File: src/rtl/fifo_rd_pkg.sv
// rtl/fifo_rd_pkg.sv - shared types and default sizes for the FIFO read controller
package fifo_rd_pkg;

    localparam int FIFO_W = 32;
    localparam int BUF_D  = 3;
    localparam int CNT_W  = 16;

    typedef enum logic [1:0] {
        IDLE   = 2'd0,
        STREAM = 2'd1,
        FLUSH  = 2'd2
    } rd_state_e;

endpackage

File: src/rtl/fifo_rd_skid.sv
// rtl/fifo_rd_skid.sv - small circular skid buffer between FIFO read data and the output stream
module fifo_rd_skid #(
    parameter int FIFO_W = 32,
    parameter int BUF_D  = 3,
    parameter int OCC_W  = $clog2(BUF_D + 1)
) (
    input  logic              clk,
    input  logic              reset,
    input  logic              push,
    input  logic [FIFO_W-1:0] push_data,
    input  logic              pop,
    input  logic              clear,
    output logic [OCC_W-1:0]  occupancy,
    output logic [FIFO_W-1:0] head,
    output logic              valid
);

    localparam int PTR_W = (BUF_D > 1) ? $clog2(BUF_D) : 1;
    localparam logic [PTR_W-1:0] LAST_PTR = PTR_W'(BUF_D - 1);

    logic [FIFO_W-1:0] mem [BUF_D];
    logic [PTR_W-1:0]  rd_ptr;
    logic [PTR_W-1:0]  wr_ptr;
    logic              do_pop;

    assign valid  = (occupancy != '0);
    assign do_pop = pop && valid;
    // Head reads as zero when empty so the stream data bus is quiet.
    assign head   = valid ? mem[rd_ptr] : '0;

    always_ff @(posedge clk) begin
        if (reset || clear) begin
            rd_ptr    <= '0;
            wr_ptr    <= '0;
            occupancy <= '0;
        end else begin
            if (push) begin
                wr_ptr <= (wr_ptr == LAST_PTR) ? '0 : wr_ptr + PTR_W'(1);
            end
            if (do_pop) begin
                rd_ptr <= (rd_ptr == LAST_PTR) ? '0 : rd_ptr + PTR_W'(1);
            end
            occupancy <= occupancy + OCC_W'(push) - OCC_W'(do_pop);
        end
    end

    always_ff @(posedge clk) begin
        if (push && !clear && !reset) begin
            mem[wr_ptr] <= push_data;
        end
    end

endmodule

File: src/rtl/fifo_read_ctrl.sv
// rtl/fifo_read_ctrl.sv - FIFO reader: issues read strobes, tags reads, streams or drops the returned words
import fifo_rd_pkg::*;

module fifo_read_ctrl #(
    parameter int FIFO_W = fifo_rd_pkg::FIFO_W,
    parameter int BUF_D  = fifo_rd_pkg::BUF_D,
    parameter int CNT_W  = fifo_rd_pkg::CNT_W
) (
    input  logic              clk,
    input  logic              reset,
    input  logic              enable,
    input  logic              flush_req,
    input  logic              fifo_empty,
    output logic              fifo_read_en,
    input  logic [FIFO_W-1:0] fifo_data_out,
    output logic              m_valid,
    input  logic              m_ready,
    output logic [FIFO_W-1:0] m_data,
    output logic              busy,
    output logic              flush_done,
    output logic [CNT_W-1:0]  rd_count,
    output logic [CNT_W-1:0]  drop_count
);

    localparam int OCC_W = $clog2(BUF_D + 1);
    localparam logic [OCC_W:0] DEPTH = (OCC_W + 1)'(BUF_D);

    rd_state_e         state;
    logic              inflight;
    logic              tag;
    logic [OCC_W-1:0]  occupancy;
    logic              buf_valid;
    logic [FIFO_W-1:0] buf_head;
    logic [OCC_W:0]    pending;
    logic              flush_go;
    logic              pop;
    logic              drop_word;
    logic              push;
    logic [CNT_W-1:0]  drop_add;

    assign pending   = {1'b0, occupancy} + (OCC_W + 1)'(inflight);
    assign flush_go  = flush_req && (state != FLUSH);
    assign pop       = buf_valid && m_ready;
    // Returning words are discarded once a flush has started, whatever their tag.
    assign drop_word = inflight && (tag || (state == FLUSH) || flush_go);
    assign push      = inflight && !drop_word;
    assign drop_add  = CNT_W'(drop_word)
                     + (flush_go ? CNT_W'(occupancy - OCC_W'(pop)) : '0);

    assign m_valid    = buf_valid;
    assign m_data     = buf_head;
    assign busy       = (state != IDLE) || buf_valid || inflight;
    assign flush_done = (state == FLUSH) && fifo_empty && !inflight;

    always_comb begin
        fifo_read_en = 1'b0;
        if (!reset && !fifo_empty) begin
            case (state)
                STREAM:  fifo_read_en = (pending < DEPTH);
                FLUSH:   fifo_read_en = 1'b1;
                default: fifo_read_en = 1'b0;
            endcase
        end
    end

    always_ff @(posedge clk) begin
        if (reset) begin
            state      <= IDLE;
            inflight   <= 1'b0;
            tag        <= 1'b0;
            rd_count   <= '0;
            drop_count <= '0;
        end else begin
            inflight   <= fifo_read_en;
            tag        <= (state == FLUSH) || flush_go;
            drop_count <= drop_count + drop_add;
            if (pop) begin
                rd_count <= rd_count + CNT_W'(1);
            end
            case (state)
                IDLE: begin
                    if (flush_req)   state <= FLUSH;
                    else if (enable) state <= STREAM;
                end
                STREAM: begin
                    if (flush_req)    state <= FLUSH;
                    else if (!enable) state <= IDLE;
                end
                FLUSH: begin
                    if (fifo_empty && !inflight) state <= IDLE;
                end
                default: state <= IDLE;
            endcase
        end
    end

    fifo_rd_skid #(
        .FIFO_W (FIFO_W),
        .BUF_D  (BUF_D),
        .OCC_W  (OCC_W)
    ) u_skid (
        .clk       (clk),
        .reset     (reset),
        .push      (push),
        .push_data (fifo_data_out),
        .pop       (pop),
        .clear     (flush_go),
        .occupancy (occupancy),
        .head      (buf_head),
        .valid     (buf_valid)
    );

endmodule

File: config.mk
export PLATFORM = sky130hd
export DESIGN_NAME = fifo_read_ctrl
export DESIGN_NICKNAME = d
export VERILOG_FILES = /design/src/rtl/fifo_rd_pkg.sv /design/src/rtl/fifo_rd_skid.sv /design/src/rtl/fifo_read_ctrl.sv
export SDC_FILE = /design/constraint.sdc
export NUM_CORES = 1
export LEC_CHECK = 0
export BUFFER_PORTS_ARGS = -buffer_cell sky130_fd_sc_hd__clkbuf_2
export CAP_MARGIN = 20
export CORE_MARGIN = 2
export CORE_UTILIZATION = 41
export CTS_BUF_LIST = sky130_fd_sc_hd__clkbuf_8
export CTS_CLUSTER_DIAMETER = 100
export DETAILED_ROUTE_END_ITERATION = 16
export PLACE_DENSITY = 0.7
export SYNTH_ARGS = -nofsm -noshare
export SYNTH_HDL_FRONTEND = slang
export SYNTH_HIERARCHICAL = 1
export SYNTH_SLANG_ARGS = --single-unit
File: constraint.sdc
create_clock -name clk -period 13 [get_ports clk]
set_input_delay 1.95 -clock clk [delete_from_list [all_inputs] [get_ports clk]]
set_output_delay 1.95 -clock clk [all_outputs]
set_load 0.02 [all_outputs]
==> impl_metrics.yaml <==
clocking:
  clockBufferDepth: 2
  postCtsSetupRepairBufs: 0
  cts-root-buf: "clkbuf_8"
  clock_sinks: 140
  cts_hold_buf: 0
  cts_buffers: 17
  h-tree-depth: 4
  clock_latency_ns: 0.44
  cts_tree: "yes"
  cts.repair.resized: 0
  clk_pin_slew_worst_paths_ns: 0.08
setup_path:
  path_depth: 3
  endpoint_kind: "output pin"
  r2r-start: "u_skid/occupancy[1]$_SDFF_PP0_"
  crit_family: "buffers and inverters"
  critical_path.cell_chain: "clkbuf_2 > nor4b_1 > clkbuf_2"
  cpMaxStageDelayCell: "clkbuf_2"
  cp.required_ns: 11.05
  cp-endpoint: "fifo_read_en"
  rrSetupSlack_ns: 9.27
  crit_top_cell: "clkbuf_2"
  cpPeakStageDelay_ns: 0.47
  crit_start: "reset"
  path_class: "primary input to output pin"
  timing.rr.end: "drop_count[7]$_SDFF_PP0_"
  crit_fanout: 41
  cp_data_arrival_time_ns: 3.11
  start_kind: "primary input"
  critPathBufInv: 2
  reg2reg_depth: 15
sta:
  period_minus_slack_ns: 5.060
  max_freq_ghz: 0.1976
  hold_viol: 0
  final_max_slew_viol_count: 0
  max_slew.worst_pin.slew_ns: 0.8431
  setup_viol: 0
  fin_crit_sh: 0.3892
  finalSetupTns_ns: 0
  grt_setup_unrepaired: "no"
  max_slew_margin: 0.4380
  finClkSkew_ns: 0.01083
logic_synthesis:
  async_reset_ff_frac: 0
  ys_seq_elements: 140
  ys_seq_area_frac: 0.5891
  synthFlopType: "edfxtp_1"
  syn-num-nets: 560
  avgSynthCellArea_um2: 12.53
  synth.distinct_cells: 54
  yosys_warnings: 6
  synth_edf_count: 96
  synthXorXnorAreaFrac: 0.03702
  synthCells: 510
  synth_compound_area_frac: 0.04485
  synthMuxAreaShare: 0.1304
  syn_area_um2: 6389
  synth-simple-area-share: 0.1420
  synth_top_family_by_area: "simple AND/OR/NAND/NOR gates"
  synthAdderAreaFrac: 0.02585
cells_and_area:
  diodes: 0
  synthToLayoutAreaGrowth_pct: 18.17
  num-nets-final: 665
  final_layout_size_suffix_gt1_frac: 0.3057
  final_area_um2: 7550
run_status:
  status: "complete, no violations"
floorplanning:
  rows: 45
  start_util: 0.4202
  die-area_um2: 16600
  pin_count: 106
  core_area_um2: 15200
  die_y_um: 128.8
  die_w_um: 128.8
placed_design:
  portBuffers: 105
  placed_area_um2: 7063
  dp_hpwl_um: 8300
  place_congestion: 0.8606
drt:
  ant_nets: 0
  drc_errors: 0
  vias: 4242
  wl_per_cell_um: 15.49
  drt-initial-drc-count: 195
  wirelength_um: 12640
  viasPerCell: 5.199
  firstDrtPassIters: 4
power_and_ir_drop:
  p_per_area_nw_per_um2: 120.7
  p_leak_nw: 2.823
  irDropWorstVdd_v: 0.00005930
grt:
  globalRouteOverflowTotal: 0
  grt_antenna_before_repair: 0
  track_usage: 0.1599
  grt_pass1_wl_um: 20600
  grt_pass1_vias: 4241
  grt_max_degree: 42
run:
  drv_cap: 0
min_path:
  hp-class: "flip-flop to flip-flop"
[kinds of logic (layout without fill, tap and decap cells)]
| logic type | Yosys count | count (layout) |
|---|---|---|
| AND/OR/NAND/NOR | 180 | 180 |
| flip-flops | 140 | 140 |
| multiplexers | 68 | 68 |
| AO/OA/AOI/OAI | 45 | 45 |
| buffers and inverters | 38 | 156 |
| XOR/XNOR | 27 | 27 |
| adder cells (fa/ha/maj) | 12 | 12 |
[cell usage after synthesis, types with 10 or more instances]
master    number  area, µm²
clkbuf_1      10      37.54
edfxtp_1      96       2883
xor2_1        16      140.1
nand2_1       28      105.1
inv_1         11      41.29
mux2_4        30      450.4
xnor2_1       11      96.34
buf_2         10      50.05
dfxtp_1       44      880.8
nor2_1        80      300.3
mux2i_1       36      360.4
ha_1          10      125.1
a21oi_1       17      85.08
[power breakdown]
part | leakage (nW) | total [mW] | switching [mW] | internal, mW
Sequential | 1.22 | 0.477 | 0.00106 | 0.476
Clock | 0.231 | 0.409 | 0.177 | 0.233
Combinational | 1.37 | 0.0251 | 0.0153 | 0.00974
[how the worst min path moves through the flow]
stage,slack [ns],end,depth (start not counted),start
4_1_cts,0.50,state[0]$_SDFFE_PP0P_,2,state[0]$_SDFFE_PP0P_
6_report,0.49,state[0]$_SDFFE_PP0P_,2,state[0]$_SDFFE_PP0P_
2_1_floorplan,0.45,state[1]$_SDFFE_PP0P_,2,state[1]$_SDFFE_PP0P_
3_3_place_gp,0.46,state[0]$_SDFFE_PP0P_,2,state[0]$_SDFFE_PP0P_
3_5_place_dp,0.48,state[0]$_SDFFE_PP0P_,2,state[0]$_SDFFE_PP0P_
5_1_grt,0.50,state[0]$_SDFFE_PP0P_,2,state[0]$_SDFFE_PP0P_
[registers in the layout, indices dropped and copies added (netlist names), named ones only]
| name | flops |
|---|---|
| u_skid/occupancy | 2 |
| u_skid/mem | 96 |
| u_skid/rd_ptr | 2 |
| tag | 1 |
| u_skid/wr_ptr | 2 |
| state | 2 |
| rd_count | 16 |
| drop_count | 16 |
| inflight | 1 |
[layer usage]
layer | up-vias | GRT usage | wire length (µm)
li1 | 2042 | - | -
met1 | 2054 | 0.1945 | 5719
met2 | 135 | 0.2686 | 6033
met3 | 11 | 0.05696 | 764
met4 | 0 | 0.04731 | 119
met5 | - | 0 | 0
[stage by stage]
stage	total power, mW	std cells	utilization	hold WS [ns]	worst slack, ns
floorplan	0.5004	510	-	0.4486	7.110
global placement	0.5112	783	0.4646	0.4610	7.984
detailed placement	0.5124	783	0.4646	0.4832	7.940
CTS	0.9234	815	0.4953	0.4963	7.936
global route	0.9455	816	0.4966	0.5037	7.834
finish	0.9112	816	0.4966	0.4864	7.940
[layout by cell type, fill, tap and decap left out, types with 10 or more instances in the layout]
cell type | synthesis | final
inv_1 | 11 | 11
clkbuf_2 | 0 | 105
ha_1 | 10 | 10
a21oi_1 | 17 | 17
edfxtp_1 | 96 | 96
mux2_4 | 30 | 30
xnor2_1 | 11 | 11
mux2i_1 | 36 | 36
xor2_1 | 16 | 16
dfxtp_1 | 44 | 42
clkbuf_8 | 0 | 17
nand2_1 | 28 | 28
nor2_1 | 80 | 79
[worst min-delay path, stage by stage (launching register included)]
cell and delay (ns):
dfxtp_1 0.33, nand2_1 0.06, a21oi_1 0.05
[area by class of cell]
cell class	count	area [µm²]
fill	1353	7652
sequential	140	3766
multi-input combinational	332	2446
timing repair buffer	112	590.6
tap	188	235.2
clock buffer	17	234.0
clock inverter	15	232.7
inverter	12	45.04
No activity file was read; power rests on OpenSTA's default activity.
